--- src/rtl/hilo_muldiv_ctrl_pkg.sv ---
// Shared decode constants, FSM state type and sign helper for the HI/LO
// multiply/divide sequencer.
package hilo_muldiv_ctrl_pkg;

    localparam logic [5:0] R_FORM = 6'h00;
    localparam logic [5:0] MFHI   = 6'h10;
    localparam logic [5:0] MTHI   = 6'h11;
    localparam logic [5:0] MFLO   = 6'h12;
    localparam logic [5:0] MTLO   = 6'h13;
    localparam logic [5:0] MULT   = 6'h18;
    localparam logic [5:0] MULTU  = 6'h19;
    localparam logic [5:0] DIV    = 6'h1A;
    localparam logic [5:0] DIVU   = 6'h1B;

    typedef enum logic [1:0] {
        ST_IDLE = 2'd0,
        ST_CALC = 2'd1,
        ST_FIX  = 2'd2
    } state_t;

    // Absolute value for signed ops; 0x80000000 maps to itself, which is
    // the correct unsigned magnitude.
    function automatic logic [31:0] magnitude(input logic [31:0] v, input logic signed_op);
        return (signed_op && v[31]) ? (32'd0 - v) : v;
    endfunction

endpackage

--- src/rtl/hilo_muldiv_ctrl_muldiv_step.sv ---
// One iteration of shift-add multiply (mode=0) or restoring divide (mode=1)
// over a {hi,lo} accumulator.
module muldiv_step #(
    parameter int XLEN = 32
) (
    input  logic                mode,
    input  logic [2*XLEN-1:0]   acc,
    input  logic [XLEN-1:0]     operand,
    output logic [2*XLEN-1:0]   acc_next
);

    logic [XLEN:0] sum;
    logic [XLEN:0] rem_shift;
    logic [XLEN:0] diff;

    always_comb begin
        sum       = {1'b0, acc[2*XLEN-1:XLEN]} + (acc[0] ? {1'b0, operand} : '0);
        rem_shift = acc[2*XLEN-1:XLEN-1];
        diff      = rem_shift - {1'b0, operand};
        if (mode) begin
            // Borrow out of the 33-bit subtract means the trial remainder was too small.
            if (!diff[XLEN])
                acc_next = {diff[XLEN-1:0], acc[XLEN-2:0], 1'b1};
            else
                acc_next = {rem_shift[XLEN-1:0], acc[XLEN-2:0], 1'b0};
        end else begin
            acc_next = {sum, acc[XLEN-1:1]};
        end
    end

endmodule

--- src/rtl/hilo_muldiv_ctrl.sv ---
// HI/LO owner: accepts MULT/MULTU/DIV/DIVU and MTxx/MFxx from EX, iterates
// the arithmetic over several cycles and stalls HI/LO users while busy.
module hilo_muldiv_ctrl
    import hilo_muldiv_ctrl_pkg::*;
#(
    parameter int XLEN         = 32,
    parameter int BITS_PER_CYC = 1
) (
    input  logic            CLK,
    input  logic            RST,
    input  logic            en,
    input  logic [31:0]     Ins,
    input  logic [XLEN-1:0] Rdata1,
    input  logic [XLEN-1:0] Rdata2,
    output logic [XLEN-1:0] HI,
    output logic [XLEN-1:0] LO,
    output logic            stall,
    output logic            busy
);

    localparam int N  = XLEN / BITS_PER_CYC;
    localparam int CW = (N > 1) ? $clog2(N) : 1;

    state_t            state_reg, state_next;
    logic [CW-1:0]     cnt_reg, cnt_next;
    logic [2*XLEN-1:0] acc_reg, acc_next;
    logic [XLEN-1:0]   opnd_reg, opnd_next;
    logic              is_div_reg, is_div_next;
    logic              neg_res_reg, neg_res_next;
    logic              neg_rem_reg, neg_rem_next;
    logic [XLEN-1:0]   hi_reg, hi_next;
    logic [XLEN-1:0]   lo_reg, lo_next;
    logic              busy_reg;

    logic [5:0]        funct;
    logic              r_form, md_op, hl_op;
    logic              signed_op, div_op;
    logic [XLEN-1:0]   a_mag, b_mag;
    logic [2*XLEN-1:0] prod;
    logic [XLEN-1:0]   quo, rem;
    logic              unused_ins;

    assign funct      = Ins[5:0];
    assign r_form     = en && (Ins[31:26] == R_FORM);
    assign md_op      = r_form && (funct == MULT || funct == MULTU || funct == DIV || funct == DIVU);
    assign hl_op      = r_form && (funct == MFHI || funct == MTHI || funct == MFLO || funct == MTLO);
    assign unused_ins = ^Ins[25:6];

    logic [BITS_PER_CYC:0][2*XLEN-1:0] chain;
    assign chain[0] = acc_reg;

    generate
        for (genvar gi = 0; gi < BITS_PER_CYC; gi++) begin : g_step
            muldiv_step #(.XLEN(XLEN)) u_step (
                .mode     (is_div_reg),
                .acc      (chain[gi]),
                .operand  (opnd_reg),
                .acc_next (chain[gi+1])
            );
        end
    endgenerate

    always_comb begin
        state_next   = state_reg;
        cnt_next     = cnt_reg;
        acc_next     = acc_reg;
        opnd_next    = opnd_reg;
        is_div_next  = is_div_reg;
        neg_res_next = neg_res_reg;
        neg_rem_next = neg_rem_reg;
        hi_next      = hi_reg;
        lo_next      = lo_reg;
        signed_op    = (funct == MULT) || (funct == DIV);
        div_op       = (funct == DIV) || (funct == DIVU);
        a_mag        = magnitude(Rdata1, signed_op);
        b_mag        = magnitude(Rdata2, signed_op);
        prod         = neg_res_reg ? (2*XLEN)'(0) - acc_reg : acc_reg;
        quo          = neg_res_reg ? XLEN'(0) - acc_reg[XLEN-1:0] : acc_reg[XLEN-1:0];
        rem          = neg_rem_reg ? XLEN'(0) - acc_reg[2*XLEN-1:XLEN] : acc_reg[2*XLEN-1:XLEN];

        unique case (state_reg)
            ST_IDLE: begin
                if (md_op) begin
                    is_div_next = div_op;
                    cnt_next    = '0;
                    if (div_op && Rdata2 == '0) begin
                        // Forced divide-by-zero result rides through FIX unsigned.
                        acc_next     = {Rdata1, {XLEN{1'b1}}};
                        neg_res_next = 1'b0;
                        neg_rem_next = 1'b0;
                        state_next   = ST_FIX;
                    end else begin
                        opnd_next    = div_op ? b_mag : a_mag;
                        acc_next     = {{XLEN{1'b0}}, (div_op ? a_mag : b_mag)};
                        neg_res_next = signed_op && (Rdata1[XLEN-1] ^ Rdata2[XLEN-1]);
                        neg_rem_next = signed_op && div_op && Rdata1[XLEN-1];
                        state_next   = ST_CALC;
                    end
                end else if (r_form && funct == MTHI) begin
                    hi_next = Rdata1;
                end else if (r_form && funct == MTLO) begin
                    lo_next = Rdata1;
                end
            end
            ST_CALC: begin
                acc_next = chain[BITS_PER_CYC];
                cnt_next = cnt_reg + CW'(1);
                if (cnt_reg == CW'(N - 1))
                    state_next = ST_FIX;
            end
            ST_FIX: begin
                if (is_div_reg) begin
                    hi_next = rem;
                    lo_next = quo;
                end else begin
                    hi_next = prod[2*XLEN-1:XLEN];
                    lo_next = prod[XLEN-1:0];
                end
                state_next = ST_IDLE;
            end
            default: state_next = ST_IDLE;
        endcase
    end

    always_ff @(posedge CLK) begin
        if (!RST) begin
            state_reg   <= ST_IDLE;
            cnt_reg     <= '0;
            acc_reg     <= '0;
            opnd_reg    <= '0;
            is_div_reg  <= 1'b0;
            neg_res_reg <= 1'b0;
            neg_rem_reg <= 1'b0;
            hi_reg      <= '0;
            lo_reg      <= '0;
            busy_reg    <= 1'b0;
        end else begin
            state_reg   <= state_next;
            cnt_reg     <= cnt_next;
            acc_reg     <= acc_next;
            opnd_reg    <= opnd_next;
            is_div_reg  <= is_div_next;
            neg_res_reg <= neg_res_next;
            neg_rem_reg <= neg_rem_next;
            hi_reg      <= hi_next;
            lo_reg      <= lo_next;
            busy_reg    <= (state_next != ST_IDLE);
        end
    end

    assign HI    = hi_reg;
    assign LO    = lo_reg;
    assign busy  = busy_reg;
    assign stall = (md_op || hl_op) && (state_reg != ST_IDLE);

endmodule

--- config.mk ---
export PLATFORM = sky130hd
export DESIGN_NAME = hilo_muldiv_ctrl
export DESIGN_NICKNAME = d
export VERILOG_FILES = /design/src/rtl/hilo_muldiv_ctrl_pkg.sv /design/src/rtl/hilo_muldiv_ctrl_muldiv_step.sv /design/src/rtl/hilo_muldiv_ctrl.sv
export SDC_FILE = /design/constraint.sdc
export NUM_CORES = 1
export LEC_CHECK = 0
export CAP_MARGIN = 40
export CORE_ASPECT_RATIO = 0.75
export CORE_MARGIN = 5
export CORE_UTILIZATION = 40
export DETAILED_ROUTE_END_ITERATION = 8
export PLACE_DENSITY = 0.65
export SKIP_CTS_REPAIR_TIMING = 1
export SYNTH_ARGS = -nofsm -noshare
export SYNTH_HDL_FRONTEND = slang
export SYNTH_SLANG_ARGS = --single-unit
--- constraint.sdc ---
create_clock -name CLK -period 4.7 [get_ports CLK]
set_clock_uncertainty 0.1 [all_clocks]
set_input_delay 0.94 -clock CLK [delete_from_list [all_inputs] [get_ports CLK]]
set_output_delay 0.94 -clock CLK [all_outputs]
set_load 0.01 [all_outputs]
==> results.sh <==
export IMPL_final_common_cell="a21oi_1"
export IMPL_synth_ff_type="dfxtp_1"
export IMPL_holdCritPathClass="flop to flop"
export IMPL_grt_max_degree=72
export IMPL_die_area_sq_mm=0.04106
export IMPL_p_comb_frac=0.098
export IMPL_yosys_warnings=0
export IMPL_grt_pass1_wl_mm=91.64
export IMPL_cp_data_required_time_ns=3.66
export IMPL_rsz0062_at_grt="no"
export IMPL_cp_slowest_cell="clkdlybuf4s50_1"
export IMPL_synth_top_area_share=0.2309
export IMPL_nets=2312
export IMPL_initial_core_util=0.4022
export IMPL_synth_edf_count=0
export IMPL_tightest_slew_ns=0.8859
export IMPL_async_reset_ff_frac=0
export IMPL_finish_utilization=0.4796
export IMPL_die_x_microns=232.3
export IMPL_drcViolationCount=0
export IMPL_path_max_fanout=4
export IMPL_synth_area_sq_mm=0.01483
export IMPL_synth_avg_cell_area_sq_um=7.279
export IMPL_grt_pass1_vias=14790
export IMPL_gp_congestion=1.042
export IMPL_hpwl_mm=49.31
export IMPL_relSlewSlack=0.4094
export IMPL_p_int_mw=2.341
export IMPL_io_pins=165
export IMPL_path_cells="clkdlybuf4s50_1 > or4b_1 > nor4_1 > nand3_1 > nor2_1 > clkdlybuf4s50_1"
export IMPL_min_delay_start="opnd_reg[2]$_SDFFE_PN0P_"
export IMPL_grt_overflow=0
export IMPL_cts_buffers=17
export IMPL_hold_path_endpoint="opnd_reg[2]$_SDFFE_PN0P_"
export IMPL_synthTopCellsByArea="dfxtp_1 (23%), a21oi_1 (7.3%), xnor2_1 (6.1%)"
export IMPL_worst_skew_pair_late_latency_ns=0.46
export IMPL_p_leak_nw=6.816
export IMPL_largest_register_ffs=64
export IMPL_die_h_microns=176.7
export IMPL_path_clk_slew_ns=0.06
export IMPL_antenna_found_initial=0
export IMPL_cp_arrival_ns=3.22
export IMPL_ys_types=82
export IMPL_n_fill_cell=3680
export IMPL_hold_violations=0
export IMPL_drv_cap=0
export IMPL_clk_path_buf_depth=2
export IMPL_critPathCaptureType="primary output"
export IMPL_maxSlewViolCount=0
export IMPL_syn_inst=2037
export IMPL_r2r_start="acc_reg[31]$_SDFFE_PN0P_"
export IMPL_drive_gt1_frac=0.07660
export IMPL_final_antenna_net_count=0
export IMPL_setup_violations_final=0
export IMPL_final_cell_mix="a21oi_1 (217), nor2_1 (213), nand2_1 (205)"
export IMPL_netSwitchingFraction=0.2730
export IMPL_status="complete, no violations"
export IMPL_holdWs_ns=0.3542
export IMPL_antenna_cells=0
export IMPL_clockPowerShare=0.452
export IMPL_p_sw_uw=879.3
export IMPL_via_per_inst=6.209
export IMPL_multi_input_area_sq_mm=0.01061
export IMPL_crit_top_cell="clkdlybuf4s50_1"
export IMPL_cpPeakStageDelay_ns=0.57
export IMPL_first_pass_iters=6
export IMPL_fin_total_pwr_mw=3.221
export IMPL_fmax_ghz=0.2348
export IMPL_rows=61
export IMPL_ff2ff_setup_slack_ns=0.46
export IMPL_synthToLayoutAreaGrowth_pct=19.24
export IMPL_holdPathStages=2
export IMPL_grt_usage=0.2903
export IMPL_yosysTopAreaCell="dfxtp_1"
export IMPL_via_count=16500
export IMPL_setup_tns_ns=0
export IMPL_startpoint_type="input port"
export IMPL_drt_iter0_drc=2112
export IMPL_crit_type="input port to primary output"
export IMPL_ff_latch_area_sq_mm=0.003427
export IMPL_synth_seq_cells=171
export IMPL_p_seq_frac=0.450
export IMPL_regToRegEndpoint="acc_reg[49]$_SDFFE_PN0P_"
export IMPL_rr_worst_depth=14
export IMPL_cts_sinks=171
export IMPL_yosysSeqAreaShare=0.2309
export IMPL_fin_crit_ns=4.260
export IMPL_period_share=0.9063
export IMPL_drt_wirelength_per_cell_microns=23.68
export IMPL_power_density_mw_per_mm2=182.2
export IMPL_syn_nets=2208
export IMPL_tritoncts="built"
export IMPL_vdd_drop_max_mv=0.2211
export IMPL_totalWireLength_mm=62.94
export IMPL_htree_levels=4
export IMPL_cts_root_buffer="clkbuf_16"
export IMPL_core_sq_mm=0.03686
export IMPL_port_buffers=144
cell families (layout without fill, tap and decap cells):
logic type | count (synthesis) | in the layout | share of synthesized area
XOR/XNOR | 169 | 169 | 0.09983
multiplexers | 52 | 52 | 0.03586
AND/OR/NAND/NOR | 674 | 674 | 0.2122
AO/OA/AOI/OAI | 690 | 690 | 0.3034
adder cells (fa/ha/maj) | 72 | 72 | 0.06177
flip-flops | 171 | 171 | 0.2309
buffers and inverters | 209 | 326 | 0.05603
per-stage QoR:
step                      instances  setup WS, ns  area (sq um)
after floorplan                2037         1.097         14830
after global placement         2623        0.3123         17040
after detailed placement       2626        0.2494         17100
after CTS                      2658        0.4828         17680
after global routing           2658        0.3085         17680
final                          2658        0.4404         17680
cell usage after synthesis, drive strengths merged (4+ instances only):
library cell / count
a21oi: 220
nor2: 214
nand2: 206
dfxtp: 171
clkbuf: 115
o21ai: 111
xnor2: 104
ha: 70
xor2: 65
a211oi: 64
inv: 61
nor3: 55
nand3: 48
mux2i: 43
a21o: 39
buf: 33
o31ai: 33
a31oi: 29
o211ai: 26
a22oi: 21
and3: 21
nand2b: 20
nor4: 20
o22ai: 20
nor2b: 18
a311oi: 16
and2: 16
o41ai: 16
a221oi: 14
o221ai: 14
or3: 12
a41oi: 11
nand4: 11
o21a: 11
or4: 11
mux2: 9
o21bai: 7
a221o: 6
or2: 5
a21boi: 4
and4: 4
worst max-delay path, delay by kind of cell:
kind	cells	cell delay, ns
buffers and inverters	2	0.96
AND/OR/NAND/NOR	4	1.33
routing by layer:
layer,wire length (microns),share of wire,GRT usage,up-vias
met4,1405,0.022,0.06988,0
met2,25630,0.41,0.4175,926
li1,-,-,-,7652
met3,7544,0.12,0.08164,108
met5,0,0,0,-
met1,28360,0.45,0.4280,7818
how the worst max path moves through the flow:
stage / depth (start not counted) / endpoint / start
2_1_floorplan: 14 / acc_reg[62]$_SDFFE_PN0P_ / acc_reg[0]$_SDFFE_PN0P_
3_3_place_gp: 11 / LO[3]$_SDFFE_PN0P_ / Ins[28]
3_5_place_dp: 10 / acc_reg[18]$_SDFFE_PN0P_ / Rdata2[10]
4_1_cts: 6 / stall / Ins[28]
5_1_grt: 14 / acc_reg[52]$_SDFFE_PN0P_ / acc_reg[31]$_SDFFE_PN0P_
6_report: 6 / stall / Ins[28]
power by group through the flow:
stage	sequential, mW	combinational, mW	clock, mW
2_1_floorplan	1.48	0.112	0
3_3_place_gp	1.48	0.302	0
3_5_place_dp	1.48	0.303	0
4_1_cts	1.45	0.304	1.46
5_1_grt	1.45	0.324	1.52
6_report	1.45	0.316	1.46
area by class of cell:
class | instances | area share
flip-flops and latches | 171 | 0.1938
inverters | 61 | 0.01309
clock inverters | 12 | 0.007219
clock buffers | 20 | 0.02583
multi-input cells | 1657 | 0.6002
repair buffers | 233 | 0.1241
well taps | 504 | 0.03567
(Power assumes the default switching activity.)
